`src/rtl/morse_decoder_pkg.sv`:
```
// Shared constants and types for the morse decoder front end.
// Debounce defaults live here so the keyer and control paths agree on channel count and timing.
package morse_decoder_pkg;

  localparam int DEBOUNCE_NUM_CH_C      = 4;
  localparam int DEBOUNCE_THRESHOLD_C   = 20;
  localparam int LONG_PRESS_THRESHOLD_C = 1000;

  // Registered per-channel debounce state: accepted level plus its edge strobes.
  typedef struct packed {
    logic db;
    logic rise;
    logic fall;
  } db_status_t;

  function automatic db_status_t accept_level(input logic new_level);
    db_status_t s;
    s.db   = new_level;
    s.rise = new_level;
    s.fall = ~new_level;
    return s;
  endfunction

endpackage

```
`src/rtl/cdc.sv`:
```
// Two-flop level synchroniser for a bus of independent asynchronous bits.
// Each bit is synchronised on its own; no coherency between bits is implied.
module cdc #(
  parameter int DATA_WIDTH = 1
) (
  input  logic                  clk,
  input  logic                  resetn,
  input  logic [DATA_WIDTH-1:0] d_i,
  output logic [DATA_WIDTH-1:0] q_o
);

  logic [DATA_WIDTH-1:0] meta_q;
  logic [DATA_WIDTH-1:0] sync_q;

  always_ff @(posedge clk) begin
    if (!resetn) begin
      meta_q <= '0;
      sync_q <= '0;
    end else begin
      meta_q <= d_i;
      sync_q <= meta_q;
    end
  end

  assign q_o = sync_q;

endmodule

```
`src/rtl/debounce_channel.sv`:
```
// One debounce channel: tick-gated stability counter, accepted level and edge strobes.
// Optional hold counter (DEBOUNCE_LONG_PRESS_EN) emits a single long-press strobe per press.
module debounce_channel
  import morse_decoder_pkg::*;
#(
  parameter int THRESHOLD      = DEBOUNCE_THRESHOLD_C
`ifdef DEBOUNCE_LONG_PRESS_EN
  ,
  parameter int HOLD_THRESHOLD = LONG_PRESS_THRESHOLD_C
`endif
) (
  input  logic clk,
  input  logic resetn,
  input  logic tick_i,
  input  logic sync_i,
  output logic db_o,
  output logic rise_o,
  output logic fall_o
`ifdef DEBOUNCE_LONG_PRESS_EN
  ,
  output logic long_o
`endif
);

  localparam int                CNT_W      = $clog2(THRESHOLD);
  localparam logic [CNT_W-1:0]  CNT_LAST_C = CNT_W'(THRESHOLD - 1);

  logic [CNT_W-1:0] cnt_q, cnt_d;
  db_status_t       status_q, status_d;

  // A mismatch must persist for THRESHOLD ticks; any return to the accepted level restarts it.
  always_comb begin
    cnt_d         = cnt_q;
    status_d      = status_q;
    status_d.rise = 1'b0;
    status_d.fall = 1'b0;
    if (sync_i == status_q.db) begin
      cnt_d = '0;
    end else if (tick_i) begin
      if (cnt_q == CNT_LAST_C) begin
        cnt_d    = '0;
        status_d = accept_level(sync_i);
      end else begin
        cnt_d = cnt_q + 1'b1;
      end
    end
  end

  always_ff @(posedge clk) begin
    if (!resetn) begin
      cnt_q    <= '0;
      status_q <= '0;
    end else begin
      cnt_q    <= cnt_d;
      status_q <= status_d;
    end
  end

  assign db_o   = status_q.db;
  assign rise_o = status_q.rise;
  assign fall_o = status_q.fall;

`ifdef DEBOUNCE_LONG_PRESS_EN
  localparam int                HOLD_W     = $clog2(HOLD_THRESHOLD + 1);
  localparam logic [HOLD_W-1:0] HOLD_MAX_C = HOLD_W'(HOLD_THRESHOLD);

  logic [HOLD_W-1:0] hold_q, hold_d;
  logic              long_q, long_d;

  // Saturation at HOLD_MAX_C is what limits the strobe to one per press.
  always_comb begin
    hold_d = hold_q;
    long_d = 1'b0;
    if (!status_q.db) begin
      hold_d = '0;
    end else if (tick_i && (hold_q != HOLD_MAX_C)) begin
      hold_d = hold_q + 1'b1;
      long_d = (hold_q == (HOLD_MAX_C - 1'b1));
    end
  end

  always_ff @(posedge clk) begin
    if (!resetn) begin
      hold_q <= '0;
      long_q <= 1'b0;
    end else begin
      hold_q <= hold_d;
      long_q <= long_d;
    end
  end

  assign long_o = long_q;
`endif

endmodule

```
`src/rtl/debounce_multi.sv`:
```
// Multi-channel button debouncer: shared synchroniser feeding NUM_CH independent channels.
// Long-press strobes are built only when DEBOUNCE_LONG_PRESS_EN is defined.
module debounce_multi
  import morse_decoder_pkg::*;
#(
  parameter int NUM_CH         = DEBOUNCE_NUM_CH_C,
  parameter int THRESHOLD      = DEBOUNCE_THRESHOLD_C,
  parameter int HOLD_THRESHOLD = LONG_PRESS_THRESHOLD_C
) (
  input  logic              clk,
  input  logic              resetn,
  input  logic              tick_i,
  input  logic [NUM_CH-1:0] raw_i,
  output logic [NUM_CH-1:0] db_o,
  output logic [NUM_CH-1:0] rise_o,
  output logic [NUM_CH-1:0] fall_o
`ifdef DEBOUNCE_LONG_PRESS_EN
  ,
  output logic [NUM_CH-1:0] long_o
`endif
);

  // Reject configurations the counters cannot represent.
  if ((NUM_CH < 1) || (THRESHOLD < 2) || (HOLD_THRESHOLD <= THRESHOLD)) begin : g_bad_cfg
    $error("debounce_multi: illegal NUM_CH/THRESHOLD/HOLD_THRESHOLD combination");
  end

  logic [NUM_CH-1:0] sync;

  cdc #(
    .DATA_WIDTH(NUM_CH)
  ) u_cdc (
    .clk   (clk),
    .resetn(resetn),
    .d_i   (raw_i),
    .q_o   (sync)
  );

  for (genvar ch = 0; ch < NUM_CH; ch++) begin : g_ch
    debounce_channel #(
      .THRESHOLD     (THRESHOLD)
`ifdef DEBOUNCE_LONG_PRESS_EN
      ,
      .HOLD_THRESHOLD(HOLD_THRESHOLD)
`endif
    ) u_channel (
      .clk   (clk),
      .resetn(resetn),
      .tick_i(tick_i),
      .sync_i(sync[ch]),
      .db_o  (db_o[ch]),
      .rise_o(rise_o[ch]),
      .fall_o(fall_o[ch])
`ifdef DEBOUNCE_LONG_PRESS_EN
      ,
      .long_o(long_o[ch])
`endif
    );
  end

endmodule

```
`config.mk`:
```
export PLATFORM = sky130hd
export DESIGN_NAME = debounce_multi
export DESIGN_NICKNAME = d
export VERILOG_FILES = /design/src/rtl/morse_decoder_pkg.sv /design/src/rtl/cdc.sv /design/src/rtl/debounce_channel.sv /design/src/rtl/debounce_multi.sv
export SDC_FILE = /design/constraint.sdc
export NUM_CORES = 1
export LEC_CHECK = 0
export CAP_MARGIN = 20
export CORE_ASPECT_RATIO = 1.75
export CORE_MARGIN = 4
export CORE_UTILIZATION = 57
export CTS_BUF_LIST = sky130_fd_sc_hd__clkbuf_4 sky130_fd_sc_hd__clkbuf_8
export CTS_CLUSTER_DIAMETER = 30
export DETAILED_ROUTE_END_ITERATION = 10
export MAX_ROUTING_LAYER = met4
export PLACE_DENSITY = 0.81
export RECOVER_POWER = 25
export SKIP_LAST_GASP = 1
export SYNTH_ARGS = -nofsm -noshare
export SYNTH_HDL_FRONTEND = slang
export SYNTH_HIERARCHICAL = 1
export SYNTH_SLANG_ARGS = --single-unit
```
`constraint.sdc`:
```
create_clock -name clk -period 1.5 [get_ports clk]
set_clock_uncertainty 0.15 [all_clocks]
set_input_delay 0.3 -clock clk [delete_from_list [all_inputs] [get_ports clk]]
set_output_delay 0.3 -clock clk [all_outputs]
set_load 0.03 [all_outputs]
```
==> Word level (Yosys, flattened, before mapping) <==
Cells that the tools add are included.
{ "totals": {"wordCells": 60, "register_bits": 40, "out_inout_bits": 12} }
{ "op_classes": {"bitwise": 14, "reduce_logical": 12, "n_eq_ne": 8, "add_sub_neg": 4, "muxes": 4} }
{ "ops": {"columns": ["operator", "count"], "rows": [
  ["$add 5x1->5 const B", 4],
  ["$eq 5x5->1 const B", 4],
  ["$mux 5", 4],
  ["$reduce_or 4->1", 4],
  ["$not 1->1", 14],
  ["$reduce_and 3->1", 4],
  ["$reduce_or 2->1", 4],
  ["$eq 1x1->1", 4]
]} }

==> Longest topological paths before layout <==
{ "logic_depth": {"ltp_word": 3, "depth_mapped": 4} }

==> Cells and area by module <==
The synthesis kept the hierarchy.
{ "modules_own_cells": {"columns": ["module", "area_each_um2", "instances", "cells_each"], "rows": [
  ["debounce_channel", 352.8, 4, 33],
  ["cdc", 210.2, 1, 16]
]} }

==> Worst setup path after synthesis <==
No wires, ideal clock.
{ "synth_path": {"path_type": "flip-flop to flip-flop", "startpoint": "reg g_ch[0].u_channel.status_q (netlist bit g_ch[0].u_channel/db_o)", "endpoint": "reg g_ch[0].u_channel.cnt_q[0]", "slack_ns": 0.251, "n_path_buf": 0, "arrival_ns": 1.021, "setup_ns": 0.078, "path_stages_with_launch": 4, "path_cell_list": "dfxtp_1 > xor2_1 > nand2_1 > nor3_1"} }
{ "synth_between": {"elab_chain_len": 2} }
{ "synth_rtl": {"columns": ["element", "line_no", "rtl"], "rows": [
  ["start: declaration", "debounce_channel.sv:29", "db_status_t status_q, status_d;"],
  ["start signal: assignment", "debounce_channel.sv:55", "status_q <= status_d;"],
  ["$eq 1x1->1", "debounce_channel.sv:37", "if (sync_i == status_q.db) begin"],
  ["$reduce_or 2->1 (no source line)", null, null],
  ["end signal: assignment", "debounce_channel.sv:54", "cnt_q <= cnt_d;"],
  ["end: declaration", "debounce_channel.sv:28", "logic [CNT_W-1:0] cnt_q, cnt_d;"]
]} }
No other way between the ends.
A chain may end at the register's enable or synchronous reset.

==> Worst setup path in the final report <==
{ "layout_path": {"startpoint": "reg g_ch[1].u_channel.status_q (netlist bit g_ch[1].u_channel/rise_o)", "endpoint": "out rise_o[1]"} }
{ "layout_lines": {"columns": ["element", "line_no", "rtl"], "rows": [
  ["start: declaration", "debounce_channel.sv:29", null],
  ["start signal: assignment", "debounce_channel.sv:55", null],
  ["end: declaration", "debounce_multi.sv:15", "output logic [NUM_CH-1:0] rise_o,"]
]} }
No word-level cell between the ends.

==> metrics <==
cell area after technology mapping=about 1600 µm²; number of buffers between clock root and the deepest sink=2; setup repair after global routing missed its margin=yes; sum of internal, switching and leakage power=about 0.0020 W; post-synthesis mux area share=4.938%; cell type contributing the most total cell area after synthesis=dfxtp_1; critical path cell sequence=dlygate4sd2_1; placed cell count=approximately 200; adder and majority gate portion of the synthesized area=a little over 3%; synthesized-area fraction occupied by ao, oa, aoi and oai cells=between 4 and 5%; antenna cells=0; post-route setup slack=approximately 40 ps; Commonest cells post-synth=dfxtp_1 (40), nand2_1 (12), nor3_1 (12), xor2_1 (12); via density per instance=around 5.5; R2R Setup Slk=between 100 and 150 ps; count of port buffers added during placement=18; Slew headroom=78.83%; first-pass iteration count of the detailed router=4; area of the core=roughly 2700 µm²; hold violation count in the final report=0; layout net count=roughly 200; final antenna-violating net count=0; Ports=19; master of the slowest instance on the critical path=dlygate4sd2_1; final WL=3018 µm; cell family contributing the most delay on the critical path=buffers and inverters; synthesis-to-finish area growth=25.23%; most common cell in the netlist=dfxtp_1; CP Buf/Inv Count=1; root buffer cell=clkbuf_8; via count of the first global-routing pass=1231; post-synthesis simple-gate area fraction=around 29%; Residual DRC=0; number of max-slew violations in the final report=0; grt total ovfl=0; EDFF count, synth=0; clock tree from TritonCTS=done; detailed-route via count=approximately 1200; crit path kind=reg -> out; Total Routing Usage GR=about 18%; utilization after layout=between 70% and 80%; static leakage=between 0.7 and 0.8 nW; hold buffers post-CTS=0; Worst Reg-to-Reg Cells=5; Worst Hold End=u_cdc/q_o[3]; library cells used by synthesis=19; Register Area=800.8 µm²; clock-pin slew on the worst setup and hold paths=around 70 ps; final total negative setup slack=0 ps; Inserted Clock Buffers=5; die width=48.32 µm; dominant combinational cell family by area after synthesis=simple AND/OR/NAND/NOR gates; kind of end point of the critical path=output port; wire length of the first global-routing pass=between 5000 and 6000 µm; HPWL after DPL=2330 µm; Worst Setup Start Kind=flip-flop; placer congestion estimate=just over 0.8; combined area of the multi-input logic cells=832.0 µm²; antenna violations before repair=0; Die H=between 70 and 80 µm; Row Count=25; Clock Latency Late Sink=~280 ps; dominant register cell in the synthesized netlist=dfxtp_1; number of nets produced by synthesis=between 150 and 200; buffers inserted by post-CTS timing repair=0; status=finished clean; layout cell share with drive strength beyond 1=about a fifth; worst-case vdd ir drop=between 800 and 900 µV; number of H-tree branching levels=2; r2r endpoint=g_ch[0].u_channel/cnt_q[4]; area of the die=roughly 3800 µm²; pre-CTS setup slack=-265.6 ps; largest net degree at the start of global routing=15; startpoint of the worst hold path=u_cdc/meta_q[3]; synthesized instance count=about 150; Final Critical Period=1460 ps; number of synthesized register bits=40; arrival time reported for the critical path endpoint=~1000 ps; number of cells in the finished layout apart from fillers=around 210; power density over the cells=around 1000 nW/µm²; Slew @ Worst Pin=318.8 ps; sequential cell area fraction in the yosys report=49.38%; DRT iter0 DRCs=18; maximum clock rate=roughly 680 MHz; fraction of synthesis flops using an asynchronous set or reset pin=0%; worst hold stages=1; portion of the clock cycle consumed by the worst path in the final layout=a little over nine tenths; post-synthesis share of cell area spent on xor and xnor gates=8.642%; maximum fanout along the worst path=1; endpoint required time on the critical path=1050 ps; Synth area leaders=dfxtp_1 (49%), xor2_1 (6.5%), nor3b_2 (6.2%), mux2i_1 (4.9%), nor3_4 (4.0%); Synth Area per Inst=approximately 11 µm²; setup violators final=0; initial core utilization=around three fifths; worst hold path class=reg -> reg; delay contributed by the slowest stage of the critical path=410 ps; max-capacitance violation count=0; average wire length per cell after detail routing=about 14 µm; Sinks on Clock Net=40; start of the worst register-to-register path=g_ch[0].u_channel/cnt_q[0]; Yosys warning count=6; number of fillers in the final layout=200; top-area cell type share of the netlist area=between 40% and 50%
==> routing by layer <==
metal | vias to the layer above | share of wire [%] | global-route usage (%)
li1 | 589 | - | -
met1 | 550 | 36 | 16.57
met2 | 29 | 57 | 32.20
met3 | 6 | 4.3 | 5.313
met4 | 0 | 2.1 | 9.418
met5 | - | 0 | -
==> area by class of cell <==
cell class              instances  area share (%)
repair buffers                 29           12.45
multi-input cells             108           40.97
clock inverters                 2           1.725
well taps                      27           1.664
flip-flops and latches         40           39.43
clock buffers                   6           3.758
==> repair_timing <==
item,in CTS,in global routing
pin swaps,0,4
gates resized for setup,8,5
setup endpoints to repair,8,16
==> worst max-delay path by stage <==
stage / startpoint / endpoint / slack [ps] / cells after the start
final: g_ch[1].u_channel/rise_o / rise_o[1] / 40 / 1
after floorplan: g_ch[0].u_channel/db_o / g_ch[0].u_channel/cnt_q[0] / 250 / 3
after detailed placement: tick_i / g_ch[2].u_channel/fall_o / -270 / 5
after global placement: tick_i / g_ch[2].u_channel/db_o / -210 / 5
after CTS: tick_i / g_ch[2].u_channel/db_o / 20 / 5
after global routing: tick_i / g_ch[1].u_channel/rise_o / -10 / 5
==> through the flow <==
step | hold slack, ps | instance area, µm²
floorplan | 261.8 | 1622
global placement | 264.4 | 1921
global route | 305.2 | 2031
detailed placement | 270.3 | 1921
finish | 291.9 | 2031
CTS | 297.3 | 2022
==> cell usage in the layout, fill, tap and decap left out, types with 2 or more instances in the layout <==
cell type	instances
dfxtp_1	40
buf_4	13
xor2_1	12
nand2_1	12
nor3_1	11
mux2i_1	8
nor3b_2	7
dlygate4sd2_1	7
and2_1	6
clkbuf_8	5
clkdlybuf4s50_1	5
nand2_2	4
nand2b_1	4
nor3_4	4
nor2_1	4
xnor2_1	4
nand4_1	4
nor2b_1	4
nand4b_1	4
a21bo_1	4
a21oi_1	4
ha_1	4
o21ai_0	2
o21ai_1	2
and2_0	2
==> power breakdown <==
part / internal (W) / leakage [nW] / switching [W] / total (W)
sequential: 0.00107 / 0.324 / 0.00000797 / 0.00108
clock: 0.000511 / 0.0586 / 0.000341 / 0.000852
combinational: 0.0000434 / 0.377 / 0.0000358 / 0.0000791
total: 0.00163 / 0.760 / 0.000385 / 0.00201
==> state kept, by name, indices dropped and copies added (netlist names) <==
register	count
g_ch.u_channel/cnt_q	20
u_cdc/q_o	4
g_ch.u_channel/fall_o	4
u_cdc/meta_q	4
g_ch.u_channel/db_o	4
g_ch.u_channel/rise_o	4
==> cells by family after synthesis <==
| group | after synthesis |
|---|---|
| adders and majority gates | 4 |
| muxes | 8 |
| AOI/OAI and AO/OA | 12 |
| DFF | 40 |
| and+or+nand+nor | 68 |
| xor gates and xnor gates | 16 |
(Power assumes the default switching activity.)
